## config.mk

```make
export PLATFORM = sky130hd
export DESIGN_NAME = fetch_ctrl
export DESIGN_NICKNAME = d
export VERILOG_FILES = /design/src/rtl/fetch_ctrl.sv
export SDC_FILE = /design/constraint.sdc
export NUM_CORES = 1
export LEC_CHECK = 0
export ABC_AREA = 1
export BUFFER_PORTS_ARGS = -buffer_cell sky130_fd_sc_hd__buf_4
export CORE_ASPECT_RATIO = 1.4
export CORE_MARGIN = 5
export CORE_UTILIZATION = 50
export CTS_CLUSTER_DIAMETER = 30
export DETAILED_ROUTE_END_ITERATION = 6
export PLACE_DENSITY_LB_ADDON = 0.3
export SLEW_MARGIN = 20
export SYNTH_ARGS = -nofsm -noshare
export SYNTH_HDL_FRONTEND = slang
export SYNTH_SLANG_ARGS = --single-unit
```

## constraint.sdc

```tcl
create_clock -name clk -period 2.42 [get_ports clk]
set_clock_uncertainty 0.15 [all_clocks]
set_input_delay 0.605 -clock clk [delete_from_list [all_inputs] [get_ports clk]]
set_output_delay 0.605 -clock clk [all_outputs]
set_load 0.01 [all_outputs]
```

## src/rtl/fetch_ctrl.sv

```systemverilog
// Instruction fetch controller: owns the fetch PC, sequences the boot hold,
// arbitrates branch/jump redirects, handles memory wait states and latches a
// sticky error when the instruction memory stops responding.
module fetch_ctrl #(
  parameter logic [31:0] RESET_PC    = 32'h0000_0000,
  parameter int unsigned BOOT_HOLD   = 2,
  parameter int unsigned MEM_TIMEOUT = 15
) (
  input  logic        clk,
  input  logic        reset,
  input  logic        stall,
  input  logic        branch,
  input  logic        zero_alu,
  input  logic [31:0] branch_target,
  input  logic        jump,
  input  logic [25:0] jump_index,
  input  logic        imem_ready,
  output logic [31:0] pc,
  output logic [31:0] pc_plus4,
  output logic        imem_req,
  output logic        if_valid,
  output logic        flush,
  output logic        imem_err
);

  typedef enum logic [1:0] {
    StBoot,
    StFetch,
    StWait,
    StErr
  } state_e;

  // Last boot count value before fetching starts; boot counter runs 0..BootLast.
  localparam logic [3:0] BootLast   = 4'(BOOT_HOLD - 1);
  localparam logic [7:0] TimeoutCnt = 8'(MEM_TIMEOUT);

  state_e      state_q, state_d;
  logic [31:0] pc_q, pc_d;
  logic [3:0]  boot_cnt_q, boot_cnt_d;
  logic [7:0]  wait_cnt_q, wait_cnt_d;

  logic        take;
  logic        jmp;
  logic        redirect;
  logic [31:0] jump_target;
  logic [31:0] redirect_target;

  assign pc       = pc_q;
  assign pc_plus4 = pc_q + 32'd4;

  // Branch in EX is older than the jump in ID, so it wins.
  assign take     = branch & zero_alu;
  assign jmp      = jump & ~take;
  assign redirect = take | jmp;

  assign jump_target     = {pc_plus4[31:28], jump_index, 2'b00};
  // Branch target is used as-is, including its low two bits.
  assign redirect_target = take ? branch_target : jump_target;

  assign imem_err = (state_q == StErr);

  // Next-state, next-PC and per-cycle handshake outputs.
  always_comb begin
    state_d    = state_q;
    pc_d       = pc_q;
    boot_cnt_d = boot_cnt_q;
    wait_cnt_d = wait_cnt_q;
    imem_req   = 1'b0;
    if_valid   = 1'b0;
    flush      = 1'b0;

    unique case (state_q)
      StBoot: begin
        if (boot_cnt_q >= BootLast) begin
          state_d = StFetch;
        end else begin
          boot_cnt_d = boot_cnt_q + 4'd1;
        end
      end

      StFetch, StWait: begin
        if (redirect) begin
          // Redirect overrides stall and any outstanding request.
          flush      = 1'b1;
          pc_d       = redirect_target;
          wait_cnt_d = 8'd0;
          state_d    = StFetch;
        end else begin
          imem_req = 1'b1;
          if (imem_ready) begin
            wait_cnt_d = 8'd0;
            state_d    = StFetch;
            // A stalled return is dropped; the same address is fetched again.
            if (!stall) begin
              if_valid = 1'b1;
              pc_d     = pc_plus4;
            end
          end else if (wait_cnt_q >= TimeoutCnt) begin
            state_d = StErr;
          end else begin
            state_d = StWait;
            if (wait_cnt_q != 8'hFF) begin
              wait_cnt_d = wait_cnt_q + 8'd1;
            end
          end
        end
      end

      StErr: begin
        // Frozen until reset.
      end

      default: begin
        state_d = StBoot;
      end
    endcase
  end

  // State, PC and counter registers; reset takes effect without a clock edge.
  always_ff @(posedge clk or posedge reset) begin
    if (reset) begin
      state_q    <= StBoot;
      pc_q       <= RESET_PC;
      boot_cnt_q <= 4'd0;
      wait_cnt_q <= 8'd0;
    end else begin
      state_q    <= state_d;
      pc_q       <= pc_d;
      boot_cnt_q <= boot_cnt_d;
      wait_cnt_q <= wait_cnt_d;
    end
  end

endmodule

```

==> results of run 1 <==
==> cells in the final DEF, fill, tap and decap left out, types with 6 or more instances in the layout <==
cell type  Yosys  routed
nor2_1        88      79
o21ai_0       12      11
nand3_1       43      43
a21oi_1       22      22
dfrtp_2        0      15
inv_1         36      33
buf_6          0       8
nand3b_1       6       6
nor2_2         3       7
nor2_4         8      13
nand2_2        9      22
inv_2          4       7
buf_4          4     164
xor2_2         5       6
nand2_1      157     142
dfrtp_1       46      31
==> registers in the layout, summed over array words and instances, names as in the netlist <==
signal and count:
pc 32, boot_cnt_q 4, wait_cnt_q 8, state_q 2
==> per-layer routing <==
layer / vias up / part of all wire, %
met5: - / 0
met4: 0 / 3.5
met3: 28 / 7.5
met2: 207 / 52
met1: 1849 / 37
li1: 1907 / -
==> power by group through the flow <==
stage | combinational [mW] | sequential [mW] | clock [mW]
5_1_grt | 4.58 | 1.59 | 0.523
3_5_place_dp | 3.56 | 1.55 | 0
6_report | 4.23 | 1.54 | 0.483
2_1_floorplan | 1.97 | 1.61 | 0
4_1_cts | 3.97 | 1.51 | 0.489
3_3_place_gp | 3.47 | 1.54 | 0
==> cell type report <==
class                           instances  area share (%)
Clock buffer                            6            1.45
Clock inverter                          2           0.274
Inverter                               41            3.11
Multi-Input combinational cell        401            43.3
Sequential cell                        46            23.3
Tap cell                               92            2.29
Timing Repair Buffer                  172            26.3
==> worst paths after layout <==
kind	start	endpoint	slack, ps
max in group asynchronous	reset	pc[22]	1320
hold / removal	reset	boot_cnt_q[1]	200
setup / recovery	pc[2]	pc_plus4[24]	-170
hold reg to reg	boot_cnt_q[3]	boot_cnt_q[3]	240
setup reg to reg	state_q[0]	wait_cnt_q[2]	450
min in group clk	boot_cnt_q[3]	boot_cnt_q[3]	240
==> kinds of logic (layout without fill, tap and decap cells) <==
group,Yosys count,in the layout,synth area share (%)
xor gates and xnor gates,14,14,4.65
DFF,46,46,33.5
buffers and inverters,61,221,7.45
AOI/OAI and AO/OA,51,51,8.69
and+or+nand+nor,329,329,43.2
adders and majority gates,7,7,2.55
==> per-stage QoR <==
stage / TNS, ps / total power, mW / setup WS [ps] / instances
6_report: -1820 / 6.26 / -174 / 760
3_3_place_gp: 0 / 5.01 / 131 / 723
5_1_grt: -4000 / 6.70 / -232 / 760
2_1_floorplan: 0 / 3.57 / 275 / 508
3_5_place_dp: 0 / 5.11 / 105 / 723
4_1_cts: -1170 / 5.97 / -143 / 751
==> timing repair <==
action | CTS | global route
endpoints found under the setup margin | 24 | 26
resized for setup | 38 | 26
pin swaps | 16 | 12
cloned | 0 | 0
setup buffers | 20 | 9
==> metrics.txt, run 1 <==
post-route minimum period=between 2000 and 3000 ps; Switching Power=between 2 and 3 mW; Max-Cap Viols=0; Internal Pwr Total=between 3 and 4 mW; WS Path Type=flop to output pin; highest achievable clock rate=between 300 and 400 MHz; largest net degree at the start of global routing=34; asr flop ratio synth=100%; CTS Buf Count=5; met3 Use GR=roughly 3.5%; global routing's busiest layer=met2; fin. max-slew vios=0; Root Driver=clkbuf_8; # hold bufs at CTS=0; critical-path cell list=ha_2 > nand2_2 > nor2_4 > buf_4 > nand2_4 > nor2_4 > nand2_1 > nand2_1 > nand2_2 > buf_6; die footprint=just under 9000 µm²; Sequential Power Share=around a quarter; Syn-to-layout area delta=45.9%; GRT Overall Usage=a little over a quarter; Die W=80.1 µm; initial antenna violation count=0; # fillers=between 500 and 600; failing checks=negative setup slack; register area=1170 µm²; period utilization=107%; DRC=0; status=finished, violations left; Largest delay share family, worst path=simple AND/OR/NAND/NOR gates; top cells by area, synth=dfrtp_1 (33%), nand2_1 (17%), nor2_1 (9.6%); top cells by count, synth=nand2_1 (157), nor2_1 (88), dfrtp_1 (46), nand3_1 (43), inv_1 (36); CTS tree=yes; switching share of power=47.9%; Mapped Area=roughly 3400 µm²; number of endpoints failing setup at the final stage=22; Comb pwr share=approximately two thirds; Max stage delay on crit path=about 400 ps; Worst VDD drop=around 700 µV; critical path depth in cells=10; Seq/Total Area, Yosys=about a third; PD cells=1250 nW/µm²; count leader, synth=nand2_1; clk slew on worst S/H paths=90 ps; Via density=5.25; Antenna Nets Post-Route=0; Initial DRC Count=360; number of synthesized flops with an enable pin=0; top cell type's share of synthesized area=roughly a third; CORE AREA=6660 µm²; ys flop type=dfrtp_1; Core Util, Final=between 70% and 80%; clk buf depth=2; port bufs=about 130; area leader, netlist=dfrtp_1; CP Capture Type=output pin; Overflow after GRT=0; Std-Cell Rows=35; Placer Congestion=0.918; global-route wire length before repair=18100 µm; area of the multi-input gates=2170 µm²; Crit Path Max Fanout=4; worst min path class=input port to asynchronous set/reset pin; Slew HR=62.6%; overall routed net length=about 12000 µm; P_leak=~2.6 nW; antenna cells=0; slowest CP cell=dfrtp_1; Final Hold Fails=0; worst reg2reg path depth=8; routing usage on met2=47.7%; layout cell share with drive strength beyond 1=approximately two fifths; startpoint types=flop; M1 GR Usage=31.1%; Critical Path AT=about 1800 ps; RSZ-0062 raised after global routing=true; Skew-Pair Late Insertion Delay=around 300 ps; Starting Density=roughly 52%; via count=roughly 4000; clock share of power=7.7%; clock sinks=46; DR pass1 iterations=5; flops & latches, synth=46; fin nets=around 740; hold slack=between 150 and 200 ps; Net Count, Synth=580; Buf/Inv on CP=2; die height=about 110 µm; H-tree Lvls=2; HPWL after DPL=8560 µm; number of global-route vias before repair=between 3000 and 4000; Ports=133; Critical Path RT=approximately 1700 ps; Distinct cells, synth=36; Synth Instances=around 500; post-DR wirelength/cell=15.5 µm; slew of the pin with the lowest slew margin=between 500 and 600 ps; Final Cell Area=between 5000 and 6000 µm²; Area after DPL=between 4000 and 5000 µm²; setup ws final=-174 ps; Yosys warnings=0; Mapped Avg Cell Area=a little under 7 µm²
Power figures use the tool's default switching activity.
==> run 2: changes to the inputs <==
MAX_ROUTING_LAYER = met4   (was not set)
==> run 2 against run 1 <==
  * The flow still finishes with violations (negative setup slack)
  * Critical path depth fell by 2
  * Register-to-register slack barely moved
  * Design area rose by 3.7%
  * Utilization rose by 2.8 points
  * Worst setup slack improved by 12 ps
  * Cell count rose by 0.53%
  * Power rose by 6.0%
  * Die area did not move
  * Non-clock buffer count rose by 5
  * Critical endpoint is now pc_plus4[22]
  * Highest routed layer unchanged
==> metrics.txt, run 2 (synthesis results as in run 1) <==
status=finished, violations left; failing checks=negative setup slack; critical-path cell list=nand2_1 > nor2_1 > nand2_4 > nor2_4 > nand2_1 > nand2_1 > nand2_2 > buf_6; Antenna Nets Post-Route=0; clk slew on worst S/H paths=90 ps; Crit Path Max Fanout=5; die height=approximately 110 µm; Max-Cap Viols=0; worst reg2reg endpoint=pc[22]; Buf/Inv on CP=1; Slew HR=~63%; CP Capture Type=output pin; Overflow after GRT=0; fin nets=744; most frequent CP cell=nand2_1; overall routed net length=~12000 µm; Largest register FFs=32; post-route minimum period=approximately 2600 ps; Largest delay share family, worst path=simple AND/OR/NAND/NOR gates; layout cell share with drive strength beyond 1=between 40% and 50%; Starting Density=between 50 and 60%; highest achievable clock rate=between 300 and 400 MHz; # hold bufs at CTS=0; fin cells=~760; R2R setup slack=around 460 ps; DRC=0; post-DR wirelength/cell=between 15 and 20 µm; worst min path class=input port to asynchronous set/reset pin; WS Path Type=flop to output pin; number of global-route vias before repair=about 3800; Final Hold Fails=0; Placer Congestion=between 0.9 and 1; setup ws final=-161 ps; Critical Path AT=roughly 1800 ps; most frequent cells in the layout=buf_4 (157), nand2_1 (130), nor2_1 (78); startpoint types=flop; Std-Cell Rows=35; HPWL after DPL=8640 µm; Die W=approximately 80 µm; port bufs=roughly 130; CTS tree=yes; global-route wire length before repair=18100 µm; clk buf depth=2; fin. max-slew vios=0; Via density=~5.2; antenna cells=0; H-tree Lvls=2; Critical Path RT=roughly 1700 ps; Root Driver=clkbuf_8; commonest non-fill, non-tap cell in the layout=buf_4; clock sinks=between 40 and 50; Final Power=~6.6 mW; die footprint=8660 µm²; Max stage delay on crit path=~450 ps; Worst VDD drop=roughly 740 µV; DR pass1 iterations=4; largest net degree at the start of global routing=34; PD cells=1270 nW/µm²; GRT Overall Usage=roughly 27%; Area after DPL=between 4000 and 5000 µm²; Ports=approximately 130; period utilization=107%; P_leak=roughly 2.6 nW; Initial DRC Count=about 320; via count=3991; number of endpoints failing setup at the final stage=20; FF-to-FF Start=state_q[0]; Skew-Pair Late Insertion Delay=about 300 ps; slew of the pin with the lowest slew margin=~560 ps; slowest CP cell=dfrtp_1; worst reg2reg path depth=7; RSZ-0062 raised after global routing=true; initial antenna violation count=0; Final Cell Area=around 5200 µm²; placed cell count=roughly 720; CORE AREA=6660 µm²; Syn-to-layout area delta=51.3%; CTS Buf Count=5; Critical Path Start=pc[7]
[run 2: cell count changes in the layout (fill, tap and decap cells not counted), moves of 2 or more]
cell	before	now
nand2_1	142	130
nand2_2	22	32
nand3_1	43	41
dfrtp_1	31	29
dfrtp_2	15	17
buf_4	164	157
and2_4	1	3
buf_6	8	20
and2_1	4	2
nand2_4	5	7
[run 2: cell type report]
cell class / count / area, µm²
fillers: 484 / 1450
multi-input cells: 401 / 2250
inverters: 41 / 156
well taps: 92 / 115
clock buffers: 6 / 82.6
clock inverters: 1 / 30.0
repair buffers: 177 / 1400
flip-flops and latches: 46 / 1170
[run 2: how the worst max path moves through the flow]
| stage | to | depth (start not counted) | slack [ps] |
|---|---|---|---|
| after global routing | pc_plus4[26] | 8 | -230 |
| after floorplan | pc_plus4[18] | 7 | 280 |
| final | pc_plus4[22] | 8 | -160 |
| after CTS | pc_plus4[18] | 8 | -100 |
| after global placement | pc_plus4[18] | 8 | 130 |
| after detailed placement | pc_plus4[18] | 8 | 90 |
[run 2: per-stage QoR]
step	setup WS, ps	util, %	hold WS, ps	TNS, ps
2_1_floorplan	275	-	280	0
3_3_place_gp	131	68.0	218	0
3_5_place_dp	87.8	68.0	223	0
4_1_cts	-98.0	73.3	224	-654
5_1_grt	-234	78.2	250	-3520
6_report	-161	78.2	212	-1880
[run 2: worst reg2reg max path: stages (launching register included)]
cell and delay, ps:
dfrtp_1 390, inv_1 80, ha_4 330, nand3b_1 170, nand2_4 280, inv_4 180, nor2_1 220, a21oi_2 80
[run 2: timing repair]
action	CTS	global route
buffers inserted	18	16
pin swaps	15	34
setup endpoints to repair	24	25
gates resized for setup	36	63
[run 2: power by group]
group | switching (mW) | total (mW) | leakage, nW | internal, mW
Combinational | 2.37 | 4.45 | 2.05 | 2.08
Sequential | 0.448 | 1.59 | 0.537 | 1.14
Clock | 0.268 | 0.599 | 0.0573 | 0.331
Total | 3.08 | 6.63 | 2.64 | 3.55
[run 2: layer usage]
metal | global-route usage [%] | share of wire (%)
met5 | - | 0
met4 | 11.8 | 3.6
met3 | 3.67 | 5.4
met2 | 47.4 | 53
met1 | 30.8 | 38
